<file path="src/rtl/pipeline_hazard_ctrl_if.sv">
// pipeline_hazard_ctrl_if: hazard inputs and pipeline-control outputs exchanged between
// the pipeline datapath (master) and the hazard sequencer (slave).
interface pipeline_hazard_ctrl_if;
    logic       ex_memread_i;
    logic [4:0] ex_rt_i;
    logic [4:0] id_rs_i;
    logic [4:0] id_rt_i;
    logic       id_uses_rt_i;
    logic       branch_taken_i;
    logic       jump_i;
    logic       dmem_busy_i;
    logic       pc_write_o;
    logic       ifid_write_o;
    logic       ifid_flush_o;
    logic       idex_bubble_o;
    logic       idex_write_o;
    logic       exmem_write_o;

    modport master (
        output ex_memread_i, ex_rt_i, id_rs_i, id_rt_i, id_uses_rt_i,
               branch_taken_i, jump_i, dmem_busy_i,
        input  pc_write_o, ifid_write_o, ifid_flush_o, idex_bubble_o,
               idex_write_o, exmem_write_o
    );

    modport slave (
        input  ex_memread_i, ex_rt_i, id_rs_i, id_rt_i, id_uses_rt_i,
               branch_taken_i, jump_i, dmem_busy_i,
        output pc_write_o, ifid_write_o, ifid_flush_o, idex_bubble_o,
               idex_write_o, exmem_write_o
    );
endinterface

</file>
<file path="src/rtl/pipeline_hazard_ctrl.sv">
// pipeline_hazard_ctrl: stall/flush sequencer for the 5-stage MIPS pipeline.
// Stall/flush/cycle performance counters exist only when HAZ_PERF_CNT_EN is defined.
module pipeline_hazard_ctrl #(
    parameter int STALL_CYCLES = 1,
    parameter int CNT_W        = 32
) (
    input  logic                  clk_i,
    input  logic                  start_i,
    pipeline_hazard_ctrl_if.slave hz,
    output logic [CNT_W-1:0]      stall_cnt_o,
    output logic [CNT_W-1:0]      flush_cnt_o,
    output logic [CNT_W-1:0]      cycle_cnt_o
);
    typedef enum logic [1:0] {
        RUN      = 2'd0,
        LU_STALL = 2'd1,
        MEM_WAIT = 2'd2
    } state_t;

    state_t     state_r;
    state_t     next_state_s;
    state_t     resume_state_r;
    state_t     next_resume_state_s;
    state_t     eff_state_s;
    logic [1:0] cnt_r;
    logic [1:0] next_cnt_s;
    logic [1:0] resume_cnt_r;
    logic [1:0] next_resume_cnt_s;
    logic [1:0] eff_cnt_s;
    logic       lu_s;
    logic       pc_write_s;
    logic       ifid_write_s;
    logic       ifid_flush_s;
    logic       idex_bubble_s;
    logic       idex_write_s;
    logic       exmem_write_s;

    assign lu_s = hz.ex_memread_i & (hz.ex_rt_i != 5'd0) &
                  ((hz.ex_rt_i == hz.id_rs_i) |
                   (hz.id_uses_rt_i & (hz.ex_rt_i == hz.id_rt_i)));

    // Once memory stops being busy, the frozen state acts again in that same cycle.
    assign eff_state_s = (state_r == MEM_WAIT) ? resume_state_r : state_r;
    assign eff_cnt_s   = (state_r == MEM_WAIT) ? resume_cnt_r   : cnt_r;

    // Next-state and control outputs; freeze beats load-use, load-use beats flush.
    always_comb begin
        pc_write_s          = 1'b1;
        ifid_write_s        = 1'b1;
        ifid_flush_s        = 1'b0;
        idex_bubble_s       = 1'b0;
        idex_write_s        = 1'b1;
        exmem_write_s       = 1'b1;
        next_state_s        = eff_state_s;
        next_cnt_s          = eff_cnt_s;
        next_resume_state_s = resume_state_r;
        next_resume_cnt_s   = resume_cnt_r;
        if (!start_i) begin
            next_state_s = RUN;
            next_cnt_s   = 2'd0;
        end else if (hz.dmem_busy_i) begin
            pc_write_s          = 1'b0;
            ifid_write_s        = 1'b0;
            idex_write_s        = 1'b0;
            exmem_write_s       = 1'b0;
            next_state_s        = MEM_WAIT;
            next_cnt_s          = cnt_r;
            next_resume_state_s = eff_state_s;
            next_resume_cnt_s   = eff_cnt_s;
        end else begin
            case (eff_state_s)
                RUN: begin
                    if (lu_s) begin
                        pc_write_s    = 1'b0;
                        ifid_write_s  = 1'b0;
                        idex_bubble_s = 1'b1;
                        if (STALL_CYCLES > 1) begin
                            next_state_s = LU_STALL;
                            next_cnt_s   = 2'(STALL_CYCLES - 1);
                        end else begin
                            next_state_s = RUN;
                            next_cnt_s   = 2'd0;
                        end
                    end else if (hz.branch_taken_i | hz.jump_i) begin
                        ifid_flush_s = 1'b1;
                    end else begin
                        ifid_flush_s = 1'b0;
                    end
                end
                LU_STALL: begin
                    pc_write_s    = 1'b0;
                    ifid_write_s  = 1'b0;
                    idex_bubble_s = 1'b1;
                    if (eff_cnt_s <= 2'd1) begin
                        next_state_s = RUN;
                        next_cnt_s   = 2'd0;
                    end else begin
                        next_cnt_s = eff_cnt_s - 2'd1;
                    end
                end
                default: begin
                    next_state_s = RUN;
                    next_cnt_s   = 2'd0;
                end
            endcase
        end
    end

    // Sequencer state, bubble count and the context saved across a memory freeze.
    always_ff @(posedge clk_i or negedge start_i) begin
        if (!start_i) begin
            state_r        <= RUN;
            cnt_r          <= 2'd0;
            resume_state_r <= RUN;
            resume_cnt_r   <= 2'd0;
        end else begin
            state_r        <= next_state_s;
            cnt_r          <= next_cnt_s;
            resume_state_r <= next_resume_state_s;
            resume_cnt_r   <= next_resume_cnt_s;
        end
    end

    assign hz.pc_write_o    = pc_write_s;
    assign hz.ifid_write_o  = ifid_write_s;
    assign hz.ifid_flush_o  = ifid_flush_s;
    assign hz.idex_bubble_o = idex_bubble_s;
    assign hz.idex_write_o  = idex_write_s;
    assign hz.exmem_write_o = exmem_write_s;

`ifdef HAZ_PERF_CNT_EN
    logic [CNT_W-1:0] stall_cnt_r;
    logic [CNT_W-1:0] flush_cnt_r;
    logic [CNT_W-1:0] cycle_cnt_r;

    function automatic logic [CNT_W-1:0] sat_inc(input logic [CNT_W-1:0] v);
        if (&v) begin
            sat_inc = v;
        end else begin
            sat_inc = v + {{(CNT_W-1){1'b0}}, 1'b1};
        end
    endfunction

    // Saturating performance counters sampled from the current-cycle controls.
    always_ff @(posedge clk_i or negedge start_i) begin
        if (!start_i) begin
            stall_cnt_r <= {CNT_W{1'b0}};
            flush_cnt_r <= {CNT_W{1'b0}};
            cycle_cnt_r <= {CNT_W{1'b0}};
        end else begin
            cycle_cnt_r <= sat_inc(cycle_cnt_r);
            if (idex_bubble_s) begin
                stall_cnt_r <= sat_inc(stall_cnt_r);
            end else begin
                stall_cnt_r <= stall_cnt_r;
            end
            if (ifid_flush_s) begin
                flush_cnt_r <= sat_inc(flush_cnt_r);
            end else begin
                flush_cnt_r <= flush_cnt_r;
            end
        end
    end

    assign stall_cnt_o = stall_cnt_r;
    assign flush_cnt_o = flush_cnt_r;
    assign cycle_cnt_o = cycle_cnt_r;
`else
    assign stall_cnt_o = {CNT_W{1'b0}};
    assign flush_cnt_o = {CNT_W{1'b0}};
    assign cycle_cnt_o = {CNT_W{1'b0}};
`endif
endmodule

</file>
<file path="src/flat_wrapper.sv">
// flat-port wrapper written by rule: the top's interface ports become plain ports
module pipeline_hazard_ctrl_flat 
#(
    parameter int STALL_CYCLES = 1,
    parameter int CNT_W        = 32
)
  (clk_i, start_i, stall_cnt_o, flush_cnt_o, cycle_cnt_o, hz_ex_memread_i, hz_ex_rt_i, hz_id_rs_i, hz_id_rt_i, hz_id_uses_rt_i, hz_branch_taken_i, hz_jump_i, hz_dmem_busy_i, hz_pc_write_o, hz_ifid_write_o, hz_ifid_flush_o, hz_idex_bubble_o, hz_idex_write_o, hz_exmem_write_o);
  pipeline_hazard_ctrl_if hz_i ();
  input  logic clk_i;
  input  logic start_i;
  output logic [CNT_W-1:0] stall_cnt_o;
  output logic [CNT_W-1:0] flush_cnt_o;
  output logic [CNT_W-1:0] cycle_cnt_o;
  input wire logic [$bits(hz_i.ex_memread_i)-1:0] hz_ex_memread_i;
  input wire logic [$bits(hz_i.ex_rt_i)-1:0] hz_ex_rt_i;
  input wire logic [$bits(hz_i.id_rs_i)-1:0] hz_id_rs_i;
  input wire logic [$bits(hz_i.id_rt_i)-1:0] hz_id_rt_i;
  input wire logic [$bits(hz_i.id_uses_rt_i)-1:0] hz_id_uses_rt_i;
  input wire logic [$bits(hz_i.branch_taken_i)-1:0] hz_branch_taken_i;
  input wire logic [$bits(hz_i.jump_i)-1:0] hz_jump_i;
  input wire logic [$bits(hz_i.dmem_busy_i)-1:0] hz_dmem_busy_i;
  output wire logic [$bits(hz_i.pc_write_o)-1:0] hz_pc_write_o;
  output wire logic [$bits(hz_i.ifid_write_o)-1:0] hz_ifid_write_o;
  output wire logic [$bits(hz_i.ifid_flush_o)-1:0] hz_ifid_flush_o;
  output wire logic [$bits(hz_i.idex_bubble_o)-1:0] hz_idex_bubble_o;
  output wire logic [$bits(hz_i.idex_write_o)-1:0] hz_idex_write_o;
  output wire logic [$bits(hz_i.exmem_write_o)-1:0] hz_exmem_write_o;
  assign hz_i.ex_memread_i = hz_ex_memread_i;
  assign hz_i.ex_rt_i = hz_ex_rt_i;
  assign hz_i.id_rs_i = hz_id_rs_i;
  assign hz_i.id_rt_i = hz_id_rt_i;
  assign hz_i.id_uses_rt_i = hz_id_uses_rt_i;
  assign hz_i.branch_taken_i = hz_branch_taken_i;
  assign hz_i.jump_i = hz_jump_i;
  assign hz_i.dmem_busy_i = hz_dmem_busy_i;
  assign hz_pc_write_o = hz_i.pc_write_o;
  assign hz_ifid_write_o = hz_i.ifid_write_o;
  assign hz_ifid_flush_o = hz_i.ifid_flush_o;
  assign hz_idex_bubble_o = hz_i.idex_bubble_o;
  assign hz_idex_write_o = hz_i.idex_write_o;
  assign hz_exmem_write_o = hz_i.exmem_write_o;
  pipeline_hazard_ctrl #(.STALL_CYCLES(STALL_CYCLES), .CNT_W(CNT_W)) u_core (.clk_i(clk_i), .start_i(start_i), .hz(hz_i), .stall_cnt_o(stall_cnt_o), .flush_cnt_o(flush_cnt_o), .cycle_cnt_o(cycle_cnt_o));
endmodule
</file>
<file path="config.mk">
export PLATFORM = sky130hd
export DESIGN_NAME = pipeline_hazard_ctrl_flat
export DESIGN_NICKNAME = d
export VERILOG_FILES = /design/src/rtl/pipeline_hazard_ctrl_if.sv /design/src/rtl/pipeline_hazard_ctrl.sv /design/src/flat_wrapper.sv
export SDC_FILE = /design/constraint.sdc
export NUM_CORES = 1
export LEC_CHECK = 0
export CORE_ASPECT_RATIO = 1.25
export CORE_UTILIZATION = 33
export DETAILED_ROUTE_END_ITERATION = 7
export MAX_ROUTING_LAYER = met4
export PLACE_DENSITY = 0.95
export SLEW_MARGIN = 10
export SYNTH_ARGS = -nofsm -noshare
export SYNTH_HDL_FRONTEND = slang
export SYNTH_SLANG_ARGS = --single-unit
</file>
<file path="constraint.sdc">
create_clock -name clk_i -period 6.81 [get_ports clk_i]
set_input_delay 2.043 -clock clk_i [delete_from_list [all_inputs] [get_ports clk_i]]
set_output_delay 2.043 -clock clk_i [all_outputs]
set_load 0.05 [all_outputs]
</file>
[Word-level counts from Yosys, hierarchy flattened]
Index checks and enable logic that the tools add are counted.
Cells by class
  add/subtract/negate cells: 1
  magnitude comparators: 1
  equality and inequality tests: 5
  mux-type cells: 27
  bitwise logic cells: 5
  reduce and logical (&&, ||, !) cells: 3
Operator list (number)
  $mux 2: 10
  $mux 1: 13
  $eq 5x5->1: 2
  $pmux 2 s2: 2
  $reduce_bool 5->1: 1
  $pmux 1 s2: 2
  $and 1x1->1: 3
  $eq 2x1->1 const B: 1
  $eq 2x2->1 const B: 1
  $le 2x1->1 const B: 1
  $logic_not 2->1: 1
  $ne 2x2->1 const B: 1
  $or 1x1->1: 2
  $reduce_and 2->1: 1
  $sub 2x1->2 const B: 1
Storage, ports and cells
  register bits after elaboration: 8
  input port bits: 22
  word-level logic and storage cells: 46

[Longest topological paths before layout]
Gate-level depths: netlist of run 1.
  word-level depth: 8
  depth in mapped cells: 6

[Worst setup path before layout of run 1]
OpenSTA, ideal clock, no wires.
  path kind: input-to-output
  start point: in hz_ex_rt_i[1]
  end point: out hz_ifid_flush_o
  arrival time: 3915 ps
  required time: 4767 ps
  setup slack: 852 ps
  cell stages on the path: 4
  cell sequence: or4_4 o21ai_4 o21ai_2 nor3_1
Between the ends
  word-level cells in the longest chain between the ends: 8
  elaborated cells on any way between the ends: 11
  classes of those cells: eq/ne: 2; mux: 4; bitwise: 4; reduce/logical: 1
RTL lines
  from (decl): line flat_wrapper.sv:15  | input wire logic [$bits(hz_i.ex_rt_i)-1:0] hz_ex_rt_i;
  $eq 5x5->1: line pipeline_hazard_ctrl.sv:40  | (hz.id_uses_rt_i & (hz.ex_rt_i == hz.id_rt_i)));
  $and 1x1->1: line pipeline_hazard_ctrl.sv:40
  $or 1x1->1: line pipeline_hazard_ctrl.sv:39  | ((hz.ex_rt_i == hz.id_rs_i) |
  $and 1x1->1 *: line pipeline_hazard_ctrl.sv:38  | assign lu_s = hz.ex_memread_i & (hz.ex_rt_i != 5'd0) &
  $mux 1 *: line pipeline_hazard_ctrl.sv:73  | if (lu_s) begin
  $mux 1 *: line pipeline_hazard_ctrl.sv:71  | case (eff_state_s)
  $mux 1 *: line pipeline_hazard_ctrl.sv:61  | end else if (hz.dmem_busy_i) begin
  $mux 1 *: line pipeline_hazard_ctrl.sv:58  | if (!start_i) begin
  to (decl): line flat_wrapper.sv:24  | output wire logic [$bits(hz_i.ifid_flush_o)-1:0] hz_ifid_flush_o;
Mark *: on every way between the ends. The rest lies on a longest branch, timed or not.

[Worst setup path after layout of run 1]
Same ends and word-level chain as after synthesis.

==> metrics.md, run 1 <==
| Metric | Value |
|---|---|
| Post-synthesis simple-gate area fraction | `approximately 10%` |
| Largest net degree at the start of global routing | `13` |
| Final HPWL DP | `roughly 1600 um` |
| Final ANT Viol Nets | `0` |
| Filler cells | `~380` |
| Flop2flop setup slack | `roughly 5.2 ns` |
| Die ar. | `4200 um2` |
| FF-to-FF path depth | `4` |
| Starting Density | `between 30 and 40%` |
| RSZ-0062 raised after global routing | `no` |
| Sw frac | `around 60%` |
| Largest family of logic cells by synthesized area | `buffers and inverters` |
| Slew headroom | `66.7%` |
| DRC | `0` |
| Critical path class | `in -> out` |
| Die Y | `72.2 um` |
| Clock transition at path regs | `about 0.040 ns` |
| First drt pass iteration count | `6` |
| Worst setup EP type | `output port` |
| Cells after Synth | `160` |
| Critical path required time | `between 4 and 5 ns` |
| Comb pwr share | `58.9%` |
| Switch Pwr | `0.153 mW` |
| Xor and xnor area share after synthesis | `between 6 and 7%` |
| H-tree depth | `1` |
| Internal Power | `roughly 0.11 mW` |
| Mux contribution to synthesized area | `1.64%` |
| Sequential Power Share | `between 10% and 20%` |
| Placed instance area | `1260 um2` |
| Synth area leader | `buf_4` |
| Core area | `roughly 3800 um2` |
| Sequential cell area fraction in the yosys report | `between 15 and 20%` |
| Worst setup SP type | `primary input` |
| Routed vias | `approximately 830` |
| Vias in the first global route | `666` |
| Max Cap Viol | `0` |
| Wire length of the first global-routing pass | `about 2600 um` |
| Die Wd | `slightly below 60 um` |
| Clock sinks | `8` |
| Postcts setup bufs | `0` |
| Design Area, Final | `1310 um2` |
| CTS tree | `built` |
| FMAX | `0.156 GHz` |
| Vias per cell | `3.45` |
| Num ports | `124` |
| Clock Path Buffers | `2` |
| Hold Path Origin | `u_core.resume_cnt_r[0]$_DFFE_PN0P_` |
| Wirelength per Cell | `7.33 um` |
| CP Data Arrival Time | `approximately 4.4 ns` |
| Setup Skew | `roughly 0.003 ns` |
| Layout cells sized above 1 | `4.79%` |
| Final Setup Violations | `0` |
| ANT cells | `0` |
| Hold path depth | `2` |
| RR Endpoint | `u_core.cnt_r[0]$_DFFE_PN0N_` |
| Synthesis warning total | `0` |
| Clk root buf | `clkbuf_8` |
| Layout net count | `around 210` |
| Avg Synthesized Cell Area | `approximately 8.1 um2` |
| Clk_lat worst skew | `around 0.23 ns` |
| Max VDD drop | `between 0.08 and 0.09 mV` |
| Post_cts resized | `0` |
| Final period demand of the worst path | `between 6 and 7 ns` |
| Post-route clock period utilization | `94.2%` |
| Total Wirelength | `roughly 1800 um` |
| GR Overflow Total | `0` |
| Status | `finished clean` |
| Iter 0 DRT Violations | `15` |
| Top cell type's share of synthesized area | `56.6%` |
| CTS Buf Count | `3` |
| Clock power share | `22.3%` |
| Site Rows | `25` |
| Syn-to-layout area delta | `0.385%` |
| Power per Cell Area | `between 150 and 200 nW/um2` |
| Gr usage total | `a little under a tenth` |
| GP Congestion | `~0.8` |
| Synth area leaders | `buf_4, dfrtp_1, xor2_1` |
| Hold bufs inserted after CTS | `0` |
| Initial antenna violation count | `0` |
| Library cells used by synthesis | `28` |
| Pleak | `0.676 nW` |
| Critical path fanouts, max | `3` |
| Utilization after layout | `between 30% and 40%` |
| Hold endpoint | `u_core.resume_cnt_r[0]$_DFFE_PN0P_` |
| Final Power | `~0.26 mW` |
| Worst r2r src | `u_core.state_r[0]$_DFF_PN0_` |
| Max-slew violation count | `0` |
| Final hold vios | `0` |
| I/O Buffers | `27` |
| Setup TNS | `0 ns` |
| Post-synthesis compound-gate area fraction | `around 8.8%` |
| Number of synthesized register bits | `8` |
| Worst Hold Class | `reg -> reg` |
| Post-Synth Adder-Cell Area | `0%` |
| Slew at the pin with the worst max-slew slack | `approximately 0.5 ns` |
| Cell area after synthesis | `1300 um2` |
sequential cells by signal, summed over array words and instances, names as in the netlist:
register,count
u_core.resume_state_r,2
u_core.resume_cnt_r,2
u_core.state_r,2
u_core.cnt_r,2
synthesized netlist by cell type (all sizes together):
master and count:
o21ai 7, nand3b 1, or4 1, xor2 9, inv 2, o31ai 2
nor3 2, nor4b 1, mux2i 1, nor2b 3, dfrtp 8, a21oi 2
a31oi 1, conb 1, nand2b 1, nand2 8, xnor2 1, buf 98
o311ai 1, mux2 1, nor3b 1, a32oi 1, o211ai 1, or3b 1
nor2 4, nor4 1
power by group through the flow:
stage	Clock, mW	Sequential [mW]	Combinational [mW]
after detailed placement	0	0.0491	0.152
after CTS	0.0587	0.0484	0.152
final	0.0574	0.0484	0.152
after floorplan	0	0.0490	0.174
after global placement	0	0.0490	0.151
after global routing	0.0618	0.0484	0.158
critical path, cell delays in order:
cell and delay (ns):
clkdlybuf4s50_1 0.48, or4_4 0.57, o21ai_4 0.16, o21ai_2 0.10, nor3_1 0.18, clkdlybuf4s50_1 0.83
cell families after synthesis:
logic type / Yosys count
mux: 2
simple gates: 24
flops: 8
buf+inv: 100
other cells: 1
xor+xnor: 10
compound gates: 15
cell usage in the layout (no fill, tap or decap):
cell type        netlist  layout
a21oi_1                2       2
a31oi_1                1       1
a32oi_1                1       1
buf_4                 98       2
clkbuf_8               0       3
clkdlybuf4s50_1        0      26
conb_1                 1      96
dfrtp_1                8       8
inv_1                  2       2
mux2_1                 1       1
mux2i_1                1       1
nand2_1                8       8
nand2b_1               1       1
nand3b_1               1       1
nor2_1                 4       4
nor2b_1                3       3
nor3_1                 2       2
nor3b_1                1       1
nor4_1                 1       1
nor4b_1                1       1
o211ai_1               1       1
o21ai_1                5       5
o21ai_2                1       1
o21ai_4                1       1
o311ai_2               1       1
o31ai_1                2       2
or3b_1                 1       1
or4_4                  1       1
xnor2_1                1       1
xor2_1                 9       9
stage by stage:
| stage | std cells | hold slack (ns) | setup WS [ns] |
|---|---|---|---|
| after global placement | 239 | 0.469 | 0.413 |
| after floorplan | 255 | 0.455 | 0.852 |
| final | 242 | 0.494 | 0.393 |
| after global routing | 242 | 0.530 | 0.291 |
| after detailed placement | 239 | 0.488 | 0.377 |
| after CTS | 242 | 0.496 | 0.370 |
worst max path at each step:
stage,startpoint,end,depth (start not counted),slack [ns]
finish,hz_ex_rt_i[1],hz_ifid_flush_o,6,0.39
CTS,hz_ex_rt_i[1],hz_ifid_flush_o,6,0.37
global placement,hz_ex_rt_i[1],hz_pc_write_o,6,0.41
detailed placement,hz_ex_rt_i[1],hz_ifid_flush_o,6,0.38
floorplan,hz_ex_rt_i[1],hz_ifid_flush_o,4,0.85
global route,hz_ex_rt_i[1],hz_ifid_flush_o,6,0.29
area by class of cell:
type                       count  area (um2)  share of cell area (%)
clock buffer                   3        41.3                    3.16
tap                           54        67.6                    5.18
multi-input combinational    147         713                    54.7
timing repair buffer          28         275                    21.1
sequential                     8         200                    15.3
inverter                       2        7.51                   0.575
layer usage:
| metal | wire length, um | GRT usage, % | vias to the layer above |
|---|---|---|---|
| met4 | 46 | 7.14 | 0 |
| met3 | 246 | 2.67 | 4 |
| met2 | 993 | 17.2 | 83 |
| met1 | 488 | 6.70 | 370 |
| met5 | 0 | - | - |
| li1 | - | - | 377 |
Note: power is estimated with default switching activity, not from simulation.
==> inputs of run 2 (changes only) <==
CAP_MARGIN = 20   (was default)
SLEW_MARGIN = default   (was 10)
==> results of run 2 <==
Final layout, timing and power as in run 1 (identical DEF).
==> inputs of run 3 (changes only) <==
CORE_ASPECT_RATIO = 1.4   (was 1.25)
PLACE_DENSITY = default   (was 0.95)
PLACE_DENSITY_LB_ADDON = 0.15   (was default)
REMOVE_ABC_BUFFERS = 1   (was default)
==> run 3 against run 2 <==
Design area fell by 0.96%. Worst hold slack got worse by 0.00099 ns. Non-clock buffer count stayed put. Final cell count is 5.0% lower. Clock power shrank 1%. Count of clock-buffer cells in the layout stayed put. Critical endpoint is now hz_idex_bubble_o. Largest cell class unchanged. Largest power group unchanged.
==> metrics.md, run 3 (synthesized netlist as in run 1, its figures left out) <==
| Metric | Value |
|---|---|
| Pleak | `0.674 nW` |
| Cell Chain, Critical Path | `clkdlybuf4s50_1 > xor2_1 > nor4_1 > a32oi_1 > o21ai_2 > nor2b_1 > clkdlybuf4s50_1` |
| Most frequent cells in the layout | `conb_1, clkdlybuf4s50_1, xor2_1` |
| Most frequent CP cell | `clkdlybuf4s50_1` |
| Layout net count | `212` |
| Utilization after layout | `34.9%` |
| Critical path fanouts, max | `3` |
| Starting Density | `a little over a third` |
| Setup ws final | `0.303 ns` |
| Num ports | `between 100 and 150` |
| Wirelength per Cell | `just over 8 um` |
| Hold path depth | `2` |
| Hold endpoint | `u_core.resume_cnt_r[0]$_DFFE_PN0P_` |
| Max-slew violation count | `0` |
| Flop2flop setup slack | `a little over 5 ns` |
| Die ar. | `4200 um2` |
| First drt pass iteration count | `3` |
| CTS tree | `built` |
| Gr usage total | `9.02%` |
| Routed vias | `793` |
| Syn-to-layout area delta | `-0.577%` |
| GP Congestion | `~0.74` |
| Worst Setup Slack post-DPL | `about 0.32 ns` |
| I/O Buffers | `27` |
| Hold bufs inserted after CTS | `0` |
| Largest stage delay, worst path | `between 0.8 and 0.9 ns` |
| Family with the most delay on the worst path | `buffers and inverters` |
| Dpl cells | `around 230` |
| Site Rows | `26` |
| Critical Path Slowest Stage Cell | `clkdlybuf4s50_1` |
| Hold Path Origin | `u_core.resume_cnt_r[0]$_DFFE_PN0P_` |
| H-tree depth | `1` |
| FMAX | `about 0.15 GHz` |
| Slew at the pin with the worst max-slew slack | `roughly 0.52 ns` |
| Clock sinks | `8` |
| GR Overflow Total | `0` |
| Most common cell after layout, fill and taps aside | `conb_1` |
| RR Endpoint | `u_core.cnt_r[0]$_DFFE_PN0N_` |
| Iter 0 DRT Violations | `9` |
| Critical path class | `in -> out` |
| Worst Hold Class | `reg -> reg` |
| Placed instance area | `1250 um2` |
| Max VDD drop | `between 0.1 and 0.15 mV` |
| Clk_lat worst skew | `between 0.2 and 0.25 ns` |
| Fin cells | `230` |
| Vias per cell | `3.45` |
| Die Y | `between 70 and 80 um` |
| DRC | `0` |
| CP Data Arrival Time | `approximately 4.5 ns` |
| Final HPWL DP | `approximately 1700 um` |
| Final ANT Viol Nets | `0` |
| Critical path origin | `hz_ex_rt_i[0]` |
| Vias in the first global route | `about 650` |
| Core area | `roughly 3700 um2` |
| Setup TNS | `0 ns` |
| Critical path required time | `between 4 and 5 ns` |
| Worst r2r src | `u_core.state_r[1]$_DFF_PN0_` |
| Total Wirelength | `~1900 um` |
| Clk root buf | `clkbuf_8` |
| Post_cts resized | `0` |
| Final period demand of the worst path | `6.51 ns` |
| Final Setup Violations | `0` |
| Die Wd | `55.0 um` |
| RSZ-0062 raised after global routing | `no` |
| Setup Skew | `a little over 0.005 ns` |
| Final hold vios | `0` |
| ANT cells | `0` |
| Clock Path Buffers | `2` |
| Design Area, Final | `~1300 um2` |
| CTS Buf Count | `3` |
| FF-to-FF path depth | `4` |
| Initial antenna violation count | `0` |
| Post-route clock period utilization | `between 90% and 100%` |
| Slew headroom | `65.3%` |
| Wire length of the first global-routing pass | `2690 um` |
| Status | `finished clean` |
| Postcts setup bufs | `0` |
| Layout cells sized above 1 | `4.26%` |
| Max Cap Viol | `0` |
| Worst setup SP type | `primary input` |
| WP buf/inv | `2` |
| Largest net degree at the start of global routing | `12` |
| Power per Cell Area | `between 150 and 200 nW/um2` |
| Clock transition at path regs | `approximately 0.040 ns` |
| Worst setup EP type | `output port` |
[run 3: cell count changes in the layout (fill, tap and decap cells not counted)]
cell,change
buf_4,-1
clkdlybuf4s50_1,+1
[run 3: report_power, final]
part           internal, mW  switching [mW]
Combinational        0.0187           0.133
Clock                0.0383          0.0184
Sequential           0.0481        0.000380
Total                 0.105           0.152
[run 3: layout make-up]
| cell class | count | area (um2) |
|---|---|---|
| clock buffers | 3 | 41.3 |
| fillers | 410 | 2420 |
| inverters | 2 | 7.51 |
| multi-input cells | 147 | 713 |
| flip-flops and latches | 8 | 200 |
| well taps | 42 | 52.6 |
| repair buffers | 28 | 278 |
[run 3: routing by layer]
metal  track usage [%]  wire length (um)
met1              8.90               582
met2              16.0              1110
met3              2.40               189
met4              3.00                19
met5                 -                 0
[run 3: worst max path at each step]
stage	end	slack [ns]	cells after the start
6_report	hz_idex_bubble_o	0.30	7
4_1_cts	hz_idex_bubble_o	0.31	7
3_5_place_dp	hz_idex_bubble_o	0.32	7
2_1_floorplan	hz_ifid_flush_o	0.85	4
5_1_grt	hz_idex_bubble_o	0.13	7
3_3_place_gp	hz_idex_bubble_o	0.36	7
[run 3: stage by stage]
step | hold WS [ns] | power (mW)
2_1_floorplan | 0.455 | 0.179
3_3_place_gp | 0.476 | 0.200
3_5_place_dp | 0.486 | 0.200
4_1_cts | 0.494 | 0.258
5_1_grt | 0.535 | 0.268
6_report | 0.493 | 0.257
[run 3: worst reg2reg max path, delay by kind of cell, from the launching register on]
family,cells,cell delay (ns)
and+or+nand+nor,2,0.67
DFF,1,0.40
muxes,1,0.40
AOI/OAI and AO/OA,1,0.07
==> edit: new RTL, flow settings as in run 1 <==
`CNT_W` is set to 32 in 2 places; all go to 64.
--- a/src/rtl/pipeline_hazard_ctrl.sv
+++ b/src/rtl/pipeline_hazard_ctrl.sv
@@ -3,5 +3,5 @@
 module pipeline_hazard_ctrl #(
     parameter int STALL_CYCLES = 1,
-    parameter int CNT_W        = 32
+    parameter int CNT_W        = 64
 ) (
     input  logic                  clk_i,
--- a/src/flat_wrapper.sv
+++ b/src/flat_wrapper.sv
@@ -3,5 +3,5 @@
 #(
     parameter int STALL_CYCLES = 1,
-    parameter int CNT_W        = 32
+    parameter int CNT_W        = 64
 )
   (clk_i, start_i, stall_cnt_o, flush_cnt_o, cycle_cnt_o, hz_ex_memread_i, hz_ex_rt_i, hz_id_rs_i, hz_id_rt_i, hz_id_uses_rt_i, hz_branch_taken_i, hz_jump_i, hz_dmem_busy_i, hz_pc_write_o, hz_ifid_write_o, hz_ifid_flush_o, hz_idex_bubble_o, hz_idex_write_o, hz_exmem_write_o);
Ports: changed (resized cycle_cnt_o, flush_cnt_o and stall_cnt_o); port bits go from 124 to 220. The function was not compared with the original's and may differ.
==> edit against run 1 <==
  * Global-route usage fell by 2.1 points
  * Register-to-register slack got worse by 0.03 ns
  * Area after synthesis rose by 55%
  * Synthesized cell count rose by 60%
  * Maximum frequency rose by 0.65%
  * Design area rose by 30%
  * Setup slack improved by 0.041 ns
  * Critical path depth did not move
  * Wire length rose by 39%
  * Die area rose by 54%
  * Total power rose by 45%
  * Sequential cell count did not move
  * Clock skew fell by 0.0016 ns
  * Largest cell class unchanged
==> edit: results (changes against run 1) <==
### STA
- **Max-slew headroom** 64.0%, -2.7 points
- **share of the clock period used by the worst path** 93.6%, -0.61 points
- **Layout Skew** 0.00137 ns, -0.00163 ns
- **Min Hold Slack** 0.498 ns, +0.00380 ns

### Route
- **met3 wire length** 307 µm, +25%
- **Detail Route met2 WL** 1490 µm, +50%
- **violation count after the first detailed-route iteration** 5, -10
- **Met1 Routed Length** 618 µm, +27%
- **Wirelength per Cell** 6.74 µm, -8.1%
- **via-per-instance ratio** 2.95, -14%
- **Initial DRT Pass Iterations** 3, -3

### Place
- **setup slack after placement** 0.418 ns, +0.0410 ns
- **Placed Area** 0.00166 mm², +31%
- **DP Cell Count** 363, +52%
- **final weighted congestion in routability-driven placement** 0.687, -14%
- **half-perimeter wire length after detailed placement** 2340 µm, +46%

### GRT
- **GRT Total Usage** 6.96%, -2.1 points
- **met3 GRT Util** 2.37%, -0.31 points
- **wire length of the first global-routing pass** 3080 µm, +17%
- **routing usage on met1** 5.13%, -1.6 points
- **met2 usage in global routing** 14.1%, -3.2 points

### Power and ir drop
- **Pint** 0.000105 W, -0.16%
- **peak ir drop on the vdd network** 0.115 mV, +40%
- **cell leakage power** 0.988 nW, +46%

### Setup path
- **worst-case register-to-register setup slack** 5.18 ns, -0.03 ns
- **critical path data arrival time** 4.33 ns, -0.04 ns

### Yosys
- **Gate Count Post-Synth** 256, +60%
- **synthesized-area fraction occupied by xor and xnor cells** 4.33%, -2.4 points
- **share of synthesized area spent on multiplexers** 1.05%, -0.58 points
- **top area cells in the synthesized netlist** sky130_fd_sc_hd__buf_4 72%, sky130_fd_sc_hd__dfrtp_1 9.9%, sky130_fd_sc_hd__xor2_1 3.9%
- **proportion of synthesized chip area in sequential cells** 9.91%, -5.5 points

### Layout
- **Final Instance Count excl. Fillers** 366, +51%
- **final net count** 308, +45%

### Outcome
- **outcome** finished clean

edit: power groups by stage:
stage	Clock [W]	Sequential, W	Combinational [W]
2_1_floorplan	0	0.0000490	0.000332
3_3_place_gp	0	0.0000490	0.000265
3_5_place_dp	0	0.0000491	0.000266
4_1_cts	0.0000571	0.0000485	0.000266
5_1_grt	0.0000593	0.0000485	0.000279
6_report	0.0000567	0.0000485	0.000268
edit: worst paths after layout:
path / start / end / cells past startpoint
max: hz_ex_rt_i[2] / hz_ifid_write_o / 6
min: u_core.cnt_r[1] / u_core.cnt_r[1] / 2
max reg2reg: u_core.state_r[1] / u_core.cnt_r[0] / 4
min reg2reg: u_core.cnt_r[1] / u_core.cnt_r[1] / 2
max in group asynchronous: start_i / u_core.resume_cnt_r[1] / 2
min in group asynchronous: start_i / u_core.cnt_r[1] / 2
edit: area by class of cell:
class                      count  area share, %
multi-input combinational    243           63.2
timing repair buffer          28           16.1
sequential                     8           11.8
tap                           82           6.04
clock buffer                   3           2.43
inverter                       2          0.442
